### config.mk
export PLATFORM = sky130hd
export DESIGN_NAME = done_launcher
export DESIGN_NICKNAME = d
export VERILOG_FILES = /design/src/rtl/done_launcher_pkg.sv /design/src/rtl/done_window_chk.sv /design/src/rtl/done_launcher.sv
export SDC_FILE = /design/constraint.sdc
export NUM_CORES = 1
export LEC_CHECK = 0
export BUFFER_PORTS_ARGS = -buffer_cell sky130_fd_sc_hd__buf_2
export CORE_MARGIN = 3
export CORE_UTILIZATION = 50
export CTS_CLUSTER_SIZE = 28
export DETAILED_ROUTE_END_ITERATION = 8
export PLACE_DENSITY_LB_ADDON = 0.05
export SLEW_MARGIN = 20
export SYNTH_ARGS = -nofsm -noshare
export SYNTH_HDL_FRONTEND = slang
export SYNTH_HIERARCHICAL = 1
export SYNTH_SLANG_ARGS = --single-unit
### constraint.sdc
create_clock -name clk -period 1.7 [get_ports clk]
set_input_delay 0 -clock clk [delete_from_list [all_inputs] [get_ports clk]]
set_output_delay 0 -clock clk [all_outputs]
set_load 0.01 [all_outputs]
### src/rtl/done_launcher_pkg.sv
// Shared definitions for the ld/done handshake blocks: state encodings,
// fault codes and the cnt width helper.
package done_pkg;

    localparam logic [2:0] S_IDLE  = 3'd0;
    localparam logic [2:0] S_LOAD  = 3'd1;
    localparam logic [2:0] S_WAIT  = 3'd2;
    localparam logic [2:0] S_RESP  = 3'd3;
    localparam logic [2:0] S_FAULT = 3'd4;

    localparam logic [2:0] FC_NONE     = 3'd0;
    localparam logic [2:0] FC_EARLY    = 3'd1;
    localparam logic [2:0] FC_TIMEOUT  = 3'd2;
    localparam logic [2:0] FC_SPURIOUS = 3'd3;
    localparam logic [2:0] FC_STATE    = 3'd4;

    // Wide enough to hold LATENCY+TMO_SLACK+1 without wrapping.
    function automatic int unsigned cnt_width(input int unsigned latency,
                                              input int unsigned slack);
        return $clog2(latency + slack + 2);
    endfunction

endpackage

### src/rtl/done_window_chk.sv
// Classifies a done strobe against the expected latency window.
// Purely combinational; shared with the receiver-side checker.
module done_window_chk #(
    parameter int unsigned LATENCY   = 11,
    parameter int unsigned TMO_SLACK = 2,
    parameter int unsigned CNT_W     = 4
) (
    input  logic [CNT_W-1:0] cnt,
    input  logic             done,
    output logic             early,
    output logic             ok,
    output logic             late,
    output logic             timeout
);

    localparam logic [CNT_W-1:0] LAT_C = CNT_W'(LATENCY);
    localparam logic [CNT_W-1:0] HI_C  = CNT_W'(LATENCY + TMO_SLACK);

    always_comb begin
        early   = done && (cnt < LAT_C);
        ok      = done && (cnt >= LAT_C) && (cnt <= HI_C);
        late    = done && (cnt > LAT_C) && (cnt <= HI_C);
        timeout = (cnt > HI_C);
    end

endmodule

### src/rtl/done_launcher.sv
// Initiator side of the ld/done handshake with done-timing fault detection.
// Optional macro DONE_LAUNCHER_DUP_STATE_EN adds an inverted shadow of state/cnt.
module done_launcher
    import done_pkg::*;
#(
    parameter int unsigned LATENCY   = 11,
    parameter int unsigned TMO_SLACK = 2,
    parameter int unsigned TAG_W     = 4
) (
    input  logic             clk,
    input  logic             rst,
    input  logic             req_valid,
    output logic             req_ready,
    input  logic [TAG_W-1:0] req_tag,
    output logic             ld,
    input  logic             done,
    output logic             resp_valid,
    input  logic             resp_ready,
    output logic [TAG_W-1:0] resp_tag,
    output logic             resp_late,
    output logic             fault,
    output logic [2:0]       fault_code,
    input  logic             clear_fault
);

    localparam int unsigned CNT_W = cnt_width(LATENCY, TMO_SLACK);

    logic [2:0]       state, nxt;
    logic [CNT_W-1:0] cnt, cnt_nxt, cnt_inc;
    logic [2:0]       code_nxt;
    logic             w_early, w_ok, w_late, w_tmo;
    logic             st_err;

    done_window_chk #(
        .LATENCY  (LATENCY),
        .TMO_SLACK(TMO_SLACK),
        .CNT_W    (CNT_W)
    ) u_win (
        .cnt    (cnt),
        .done   (done),
        .early  (w_early),
        .ok     (w_ok),
        .late   (w_late),
        .timeout(w_tmo)
    );

    assign cnt_inc = (cnt == '1) ? cnt : cnt + CNT_W'(1);

`ifdef DONE_LAUNCHER_DUP_STATE_EN
    logic [2:0]       state_n;
    logic [CNT_W-1:0] cnt_n;

    assign st_err = (state != ~state_n) || (cnt != ~cnt_n);

    always_ff @(posedge clk or posedge rst) begin
        if (rst) begin
            state_n <= ~S_IDLE;
            cnt_n   <= '1;
        end else begin
            state_n <= ~nxt;
            cnt_n   <= ~cnt_nxt;
        end
    end
`else
    assign st_err = 1'b0;
`endif

    always_comb begin
        nxt      = state;
        cnt_nxt  = cnt;
        code_nxt = fault_code;
        case (state)
            S_IDLE: begin
                if (done) begin
                    nxt      = S_FAULT;
                    code_nxt = FC_SPURIOUS;
                end else if (req_valid) begin
                    nxt     = S_LOAD;
                    cnt_nxt = '0;
                end
            end
            S_LOAD: begin
                if (done) begin
                    nxt      = S_FAULT;
                    code_nxt = FC_SPURIOUS;
                end else begin
                    nxt     = S_WAIT;
                    cnt_nxt = cnt_inc;
                end
            end
            S_WAIT: begin
                cnt_nxt = cnt_inc;
                // A done inside the window beats the timeout boundary.
                if (w_early) begin
                    nxt      = S_FAULT;
                    code_nxt = FC_EARLY;
                end else if (w_ok) begin
                    nxt = S_RESP;
                end else if (w_tmo) begin
                    nxt      = S_FAULT;
                    code_nxt = FC_TIMEOUT;
                end
            end
            S_RESP: begin
                if (done) begin
                    nxt      = S_FAULT;
                    code_nxt = FC_SPURIOUS;
                end else if (resp_ready) begin
                    nxt = S_IDLE;
                end
            end
            S_FAULT: begin
                if (clear_fault) begin
                    nxt      = S_IDLE;
                    code_nxt = FC_NONE;
                end
            end
            default: nxt = S_IDLE;
        endcase
        // Shadow mismatch overrides everything except a clear, which resyncs both copies.
        if (st_err && !(state == S_FAULT && clear_fault)) begin
            nxt = S_FAULT;
            if (fault_code == FC_NONE) code_nxt = FC_STATE;
        end
    end

    always_ff @(posedge clk or posedge rst) begin
        if (rst) begin
            state      <= S_IDLE;
            cnt        <= '0;
            fault_code <= FC_NONE;
            ld         <= 1'b0;
            resp_tag   <= '0;
            resp_late  <= 1'b0;
        end else begin
            state      <= nxt;
            cnt        <= cnt_nxt;
            fault_code <= code_nxt;
            ld         <= (nxt == S_LOAD);
            if (state == S_IDLE && nxt == S_LOAD) resp_tag <= req_tag;
            if (state == S_WAIT && nxt == S_RESP) resp_late <= w_late;
        end
    end

    assign req_ready  = (state == S_IDLE) && !rst;
    assign resp_valid = (state == S_RESP);
    assign fault      = (state == S_FAULT);

endmodule

# --- After elaboration in Yosys (flattened, before gate mapping) ---
# Cells that the tools add are included.
word_totals:
  regBits: 16
  in_bits: 10
  out_inout_bits: 12
  elab_cells: 62
classes:
  addsub: 1
  n_lt_le_gt_ge: 5
  n_eq_ne: 14
  mux: 21
  reduce_logical: 15
ops:
  columns: ["operator", "count"]
  rows:
  - ["2-to-1 mux 3 bit", 14]
  - ["2-to-1 mux 4 bit", 4]
  - ["one-hot mux 3 bit (5 select lines)", 1]
  - ["one-hot mux 4 bit (3 select lines)", 1]
  - ["equality test 3 x 2 -> 1 bit, second input constant", 3]
  - ["one-hot mux 3 bit (3 select lines)", 1]
  - ["> comparator 4 bit, second input constant", 2]
  - ["logical AND 1 bit", 8]
  - ["equality test 3 x 1 -> 1 bit, second input constant", 2]
  - ["!= test 2 bit, second input constant", 3]
  - ["nonzero test 3 bit", 2]
  - ["AND reduction 5 bit", 1]
  - ["adder 4 x 1 -> 4 bit, second input constant", 1]
  - ["equality test 4 bit, second input constant", 1]
  - [">= comparator 4 bit, second input constant", 1]
  - ["<= comparator 4 bit, second input constant", 1]
  - ["less-than comparator 4 bit, second input constant", 1]
  - ["!= test 2 x 1 -> 1 bit, second input constant", 2]
  - ["AND reduction 4 bit", 1]
  - ["equality test 3 bit, second input constant", 1]
  - ["logical NOT 3 bit", 1]
  - ["!= test 3 x 1 -> 1 bit, second input constant", 1]
  - ["!= test 3 x 2 -> 1 bit, second input constant", 1]
  - ["OR reduction 3 bit", 1]
  - ["logical NOT 1 bit", 1]

# --- Longest topological paths before layout ---
# Gate-level depths: netlist of the first run.
logic_depth:
  ltp_word: 8
  depth_mapped: 6
  ltp_nobuf: 6

# --- By module ---
# The synthesis of the first run kept the hierarchy.
modules_own_cells:
  columns: ["module", "n_inst", "cells_each", "area_per_inst_um2", "seq_area_each_um2"]
  rows:
  - ["done_launcher", 1, 88, 917.1, 375.4]
  - ["done_window_chk", 1, 8, 60.1, 0.0]

# --- Least setup slack after synthesis of the first run ---
# No wires, ideal clock.
synth_path:
  path_kind: "register to register"
  startpoint: "register cnt[2]"
  endpoint: "register fault_code[0]"
  setup_ps: 128
  arrival_ps: 1464
  required_ps: 1572
  path_slack_ps: 109
  path_stages_with_launch: 7
  path_buffers: 0
  synth_period_minus_slack_ps: 1591
  path_cell_list: "dfrtp_1 nand3b_1 a21oi_1 nor2b_1 nor4_4 a21oi_2 mux2_1"
synth_via:
  elab_chain_cells: 5
  elab_cells_between_ends: 12
  cone_classes: "order compare: 4; eq/ne: 2; mux: 2; reduce/logical: 4"
synth_rtl:
  columns: ["item", "line", "source"]
  rows:
  - ["from (decl)", "done_launcher.sv:29", "logic [CNT_W-1:0] cnt, cnt_nxt, cnt_inc;"]
  - ["from (signal assigned)", "done_launcher.sv:137", "cnt <= cnt_nxt;"]
  - [">= comparator 4 bit", "done_window_chk.sv:21", "ok = done && (cnt >= LAT_C) && (cnt <= HI_C);"]
  - ["logical AND 1 bit", "done_window_chk.sv:21", null]
  - ["logical AND 1 bit *", "done_window_chk.sv:21", null]
  - ["named net w_ok", "done_launcher.sv:31", "logic w_early, w_ok, w_late, w_tmo;"]
  - ["!= test 3 x 2 -> 1 bit (no line) *", null, null]
  - ["AND reduction 5 bit (no line) *", null, null]
  - ["to (signal assigned)", "done_launcher.sv:138", "fault_code <= code_nxt;"]
  - ["to (decl)", "done_launcher.sv:22", "output logic [2:0] fault_code,"]
# The timed path passes the listed nets; every way through them passes the cells marked *.
# A chain may end at the register's enable or synchronous reset.

# --- Worst setup path in the final report of the first run ---
layout_path:
  startpoint: "register cnt[2]"
  endpoint: "register fault_code[1]"
# Same word-level chain as after synthesis.

==> results.cfg, run 1 <==
[worst_setup_path]
start_kind = flip-flop
endpoint_kind = flip-flop
cp.required_ps = 1870
critPathMaxFanout = 6
crit_type = reg -> reg
critPathArrivalTime_ps = 1810

[synth]
synth_fp_nets = 107
synth.distinct_cells = 42
async_flop_share_pct = 100.0
syn_inst = 96
synth_edf_count = 0
syn-cell-area_um2 = 977.2
syn_area_per_cell_um2 = 10.18
ys_ff_latch = 15
synth-seq-area-share_pct = 38.41
yosysWarnings = 6
synth_flop_cell = dfrtp_1

[grt]
grt_start_max_net_pins = 16
grt-ovfl-total = 0
grtUsageTotal_pct = 19.74
grt_pass1_vias = 780
grt_pass1_wl_um = 3726
antenna_found_initial = 0

[route]
post_drt_via_cell_ratio = 5.318
totalWireLength_um = 2205
vias = 835
drc = 0
routedWlPerCell_um = 14.04
firstDrtPassIters = 4
ant_nets = 0
first_iter_violations = 15

[die]
die_h_um = 50.21
initial_core_util_pct = 54.81
core-area_mm2 = 0.001783
boundaryPins = 22
dieArea_mm2 = 0.002521
rows = 15
die_x_um = 50.21

[placed_design]
gp_congestion = 0.8521
hpwl_um = 1560
dp_slack_ps = 7.997
dpl-instance-area_mm2 = 0.001130
io_buffers = 20

[finish]
area_growth_pct = 28.68
drive_gt1_share_pct = 42.42
final_net_count = 144
antenna_cells = 0
postLayoutCellArea_mm2 = 0.001257

[clocking]
cts_max_level = 1
cts_tree = built
clk_latency_ps = 290
clockRootBuffer = clkbuf_4
cts.sinks = 15
path_clk_slew_ps = 90
cts.path.max_buffers = 2
cts_buffers = 3

[pwr]
power_frac_comb_pct = 35.1
peakVddDrop_v = 0.0006508
power.share.clock_pct = 19.6
power_frac_seq_pct = 45.3
p_leak_nw = 0.5949
intPower_mw = 0.7096
power_switching_mw = 0.3434
sw_frac_of_total_pct = 32.61
powerDensity_mw_per_mm2 = 837.4

[status]
status = complete, no violations

[sta]
relSlewSlack_pct = 61.05
finalWorstSetupSlack_ps = 60.69
tightest_slew_ps = 583.7
fin_hold_ws_ps = 102.6
setup_viol_count_final = 0
fmax_mhz = 610.0
fin_crit_ps = 1639
slew_violations = 0
finalCritPeriodShare_pct = 96.43
fin_skew_ps = 6.113
hold_viol = 0

[min_path]
hp-class = in -> reg

[run]
max-cap-violations = 0
## cell families after synthesis
family | synth area share, %
mux | 9.603
compound gates | 17.29
other cells | 0.3838
flops | 38.41
simple gates | 25.48
xor+xnor | 1.665
buf+inv | 5.890
fa+ha+maj | 1.280
## power by group through the flow
stage	sequential, mW	combinational (mW)	clock [mW]
6_report	0.477	0.369	0.207
5_1_grt	0.490	0.403	0.229
4_1_cts	0.477	0.368	0.217
3_5_place_dp	0.483	0.354	0
3_3_place_gp	0.482	0.348	0
2_1_floorplan	0.499	0.198	0
## cell usage in the layout, fill, tap and decap left out, types with 4 or more instances in the layout
cell type      instances
buf_2                 20
dfrtp_2                4
inv_1                  7
buf_4                 10
nor2_1                 5
nor3_1                 4
dfrtp_1               11
a21oi_1                9
o21ai_0                4
mux2_4                 4
dlygate4sd3_1          6
## cell usage after synthesis, types with 2 or more instances
| master | n | area (um2) |
|---|---|---|
| a21oi_1 | 10 | 50.05 |
| and3_1 | 2 | 12.51 |
| dfrtp_1 | 15 | 375.4 |
| inv_1 | 7 | 26.28 |
| mux2_1 | 2 | 22.52 |
| mux2_4 | 4 | 60.06 |
| nand2_1 | 3 | 11.26 |
| nand2b_1 | 3 | 18.77 |
| nand3_1 | 3 | 15.01 |
| nand3b_1 | 2 | 15.01 |
| nor2_1 | 5 | 18.77 |
| nor2b_1 | 3 | 18.77 |
| nor3_1 | 4 | 20.02 |
| o21ai_0 | 4 | 20.02 |
| o22ai_1 | 2 | 12.51 |
## what timing repair did
| item | in CTS | in global routing |
|---|---|---|
| pin swaps | 0 | 1 |
| setup buffers | 0 | 3 |
| gates resized for setup | 2 | 5 |
| setup endpoints to repair | 1 | 3 |
| hold buffers | 6 | 0 |
| endpoints found under the hold margin | 20 | 0 |
## registers in the layout (all words and copies together), names as in the netlist
| register | flops |
|---|---|
| cnt | 4 |
| resp_tag | 4 |
| state | 3 |
| fault_code | 2 |
| ld | 1 |
| resp_late | 1 |
## stage by stage
step	utilization (%)	total power, mW	TNS, ps	cells
5_1_grt	70.53	1.122	-4.069	157
4_1_cts	68.70	1.062	0	154
3_5_place_dp	63.37	0.8374	0	144
2_1_floorplan	-	0.6973	0	96
3_3_place_gp	63.37	0.8298	0	144
6_report	70.53	1.053	0	157
## routing by layer
metal	up-vias	share of wire (%)	global-route usage [%]
met4	0	1.2	7.834
met5	-	0	0
met2	22	49	30.00
li1	414	-	-
met3	5	4.3	5.638
met1	394	46	26.17
## final timing paths
kind | slack [ps] | end | cells after the start | startpoint
worst max-delay path | 60 | fault_code[1] | 7 | cnt[2]
worst min-delay path | 100 | ld | 3 | req_valid
worst max register to register | 60 | fault_code[1] | 7 | cnt[2]
worst min register to register | 500 | fault_code[0] | 1 | fault_code[0]
max in group asynchronous | 960 | cnt[3] | 3 | rst
min in group asynchronous | 320 | state[1] | 3 | rst
## critical path, cell delays in order (launching register included)
cell,delay [ps]
dfrtp_2,450
buf_4,150
nand2b_1,80
a21oi_2,70
nor2b_2,200
nor4_4,60
a21oi_2,170
mux2_1,350
## area by class of cell
| class | instances | area [um2] |
|---|---|---|
| clock buffer | 4 | 26.28 |
| fill | 143 | 525.5 |
| inverter | 7 | 26.28 |
| tap | 25 | 31.28 |
| sequential | 15 | 380.4 |
| timing repair buffer | 36 | 235.2 |
| multi-input combinational | 70 | 558.0 |
Power figures use the tool's default switching activity.
==> run 2, diff against run 1 <==
- BUFFER_PORTS_ARGS: -buffer_cell sky130_fd_sc_hd__buf_2 -> not set
- CORE_MARGIN: 3 -> 1
- DONT_BUFFER_PORTS: not set -> 1
==> run 2 against run 1 <==
Clock skew down 5.0 ps. Maximum frequency increased by 3.8%. Total power fell by 7.2%. Design area is 7.3% lower. Die area shrank 15%.
==> results.cfg, run 2 (synthesis gave the netlist of run 1 again) <==
[clocking]
cts.sinks = 15
clk_latency_ps = 290
cts_buffers = 3
cts_max_level = 1
postCtsSetupRepairBufs = 0
clockRootBuffer = clkbuf_4
cts_tree = built
cts.path.max_buffers = 2
path_clk_slew_ps = 90

[die]
core-area_mm2 = 0.001783
initial_core_util_pct = 54.81
die_x_um = 46.21
die_h_um = 46.21
dieArea_mm2 = 0.002135
boundaryPins = 22
rows = 15

[sta]
tightest_slew_ps = 574.2
fin_hold_ws_ps = 22.15
setup_viol_count_final = 0
hold_viol = 0
slew_violations = 0
fmax_mhz = 633.0
finalCritPeriodShare_pct = 92.93
rsz0062_at_grt = false
fin_crit_ps = 1580
fin_skew_ps = 1.124
relSlewSlack_pct = 61.68
fin_setup_tns_ps = 0

[placed_design]
gp_congestion = 0.8497
io_buffers = 0
hpwl_um = 1402

[worst_setup_path]
cpPeakStageDelay_ps = 600
cp.required_ps = 1930
start_kind = flip-flop
critPathBufInv = 2
crit_family = buffers and inverters
crit_type = reg -> reg
crit_slowest_cell = dlygate4sd3_1
critPathMaxFanout = 7
endpoint_kind = flip-flop
crit_chain = nor2_4 > nand4_4 > dlygate4sd3_1 > inv_1
critPathArrivalTime_ps = 1810

[route]
drc = 0
vias = 749
ant_nets = 0
first_iter_violations = 11
post_drt_via_cell_ratio = 5.428
routedWlPerCell_um = 13.74
totalWireLength_um = 1896
firstDrtPassIters = 4

[run]
max-cap-violations = 0

[finish]
area_growth_pct = 19.33
top_regs = cnt (4), resp_tag (4), state (3)
drive_gt1_share_pct = 29.20
layout_commonest_cell = dfrtp_1
antenna_cells = 0
final_cell_mix = dfrtp_1, a21oi_1, dlygate4sd3_1, buf_4, inv_1
final_net_count = 125

[grt]
grt_pass1_vias = 667
antenna_found_initial = 0
grt-ovfl-total = 0
grtUsageTotal_pct = 20.60
grt_pass1_wl_um = 2973
grt_start_max_net_pins = 16

[pwr]
p_leak_nw = 0.5160
powerDensity_mw_per_mm2 = 838.3
peakVddDrop_v = 0.0005898

[status]
status = complete, no violations

[min_path]
hp-class = in -> reg
run 2: what timing repair did:
action | 4_1_cts | 5_1_grt
hold endpoints to repair | 23 | 0
hold buffers | 9 | 0
resized for setup | 0 | 5
endpoints found under the setup margin | 0 | 4
run 2: through the flow:
| step | setup WS (ps) | std cells | power (mW) | utilization [%] | instance area [um2] |
|---|---|---|---|---|---|
| 3_5_place_dp | 80.14 | 125 | 0.7588 | 58.18 | 1037 |
| 5_1_grt | 34.29 | 138 | 1.035 | 65.40 | 1166 |
| 3_3_place_gp | 100.7 | 125 | 0.7559 | 58.18 | 1037 |
| 2_1_floorplan | 108.7 | 96 | 0.6973 | - | 977.2 |
| 4_1_cts | 16.91 | 138 | 0.9857 | 64.77 | 1155 |
| 6_report | 120.2 | 138 | 0.9776 | 65.40 | 1166 |
run 2: cell type report:
type                    count  area (um2)
inverters                   7       26.28
multi-input cells          70       551.8
fillers                   156       616.8
clock buffers               3       22.52
well taps                  25       31.28
flip-flops and latches     15       379.1
clock inverters             1       5.005
repair buffers             17       150.1
run 2: power by group:
group          leakage [nW]  switching [mW]  total [mW]  internal, mW
combinational         0.311           0.114       0.257         0.143
sequential            0.187          0.0893       0.515         0.426
clock                0.0177           0.117       0.205        0.0875
total                 0.516           0.320       0.978         0.657
run 2: final timing paths:
path / start / end / slack (ps) / depth (start not counted)
setup / recovery: state[1] / ld / 120 / 4
hold / removal: done / state[1] / 20 / 3
setup reg to reg: state[1] / ld / 120 / 4
hold reg to reg: state[2] / state[0] / 560 / 1
max in group asynchronous: rst / state[0] / 1090 / 2
min in group asynchronous: rst / cnt[0] / 200 / 2
run 2: tightest hold or removal path, delay by kind of cell:
family          cells  cell delay [ps]
simple gates        1               60
compound gates      2              220
run 2: metal layers:
layer	GRT usage (%)	wire length (um)
met5	0	0
met4	10.59	48
met3	9.804	88
met2	28.17	856
met1	26.63	903
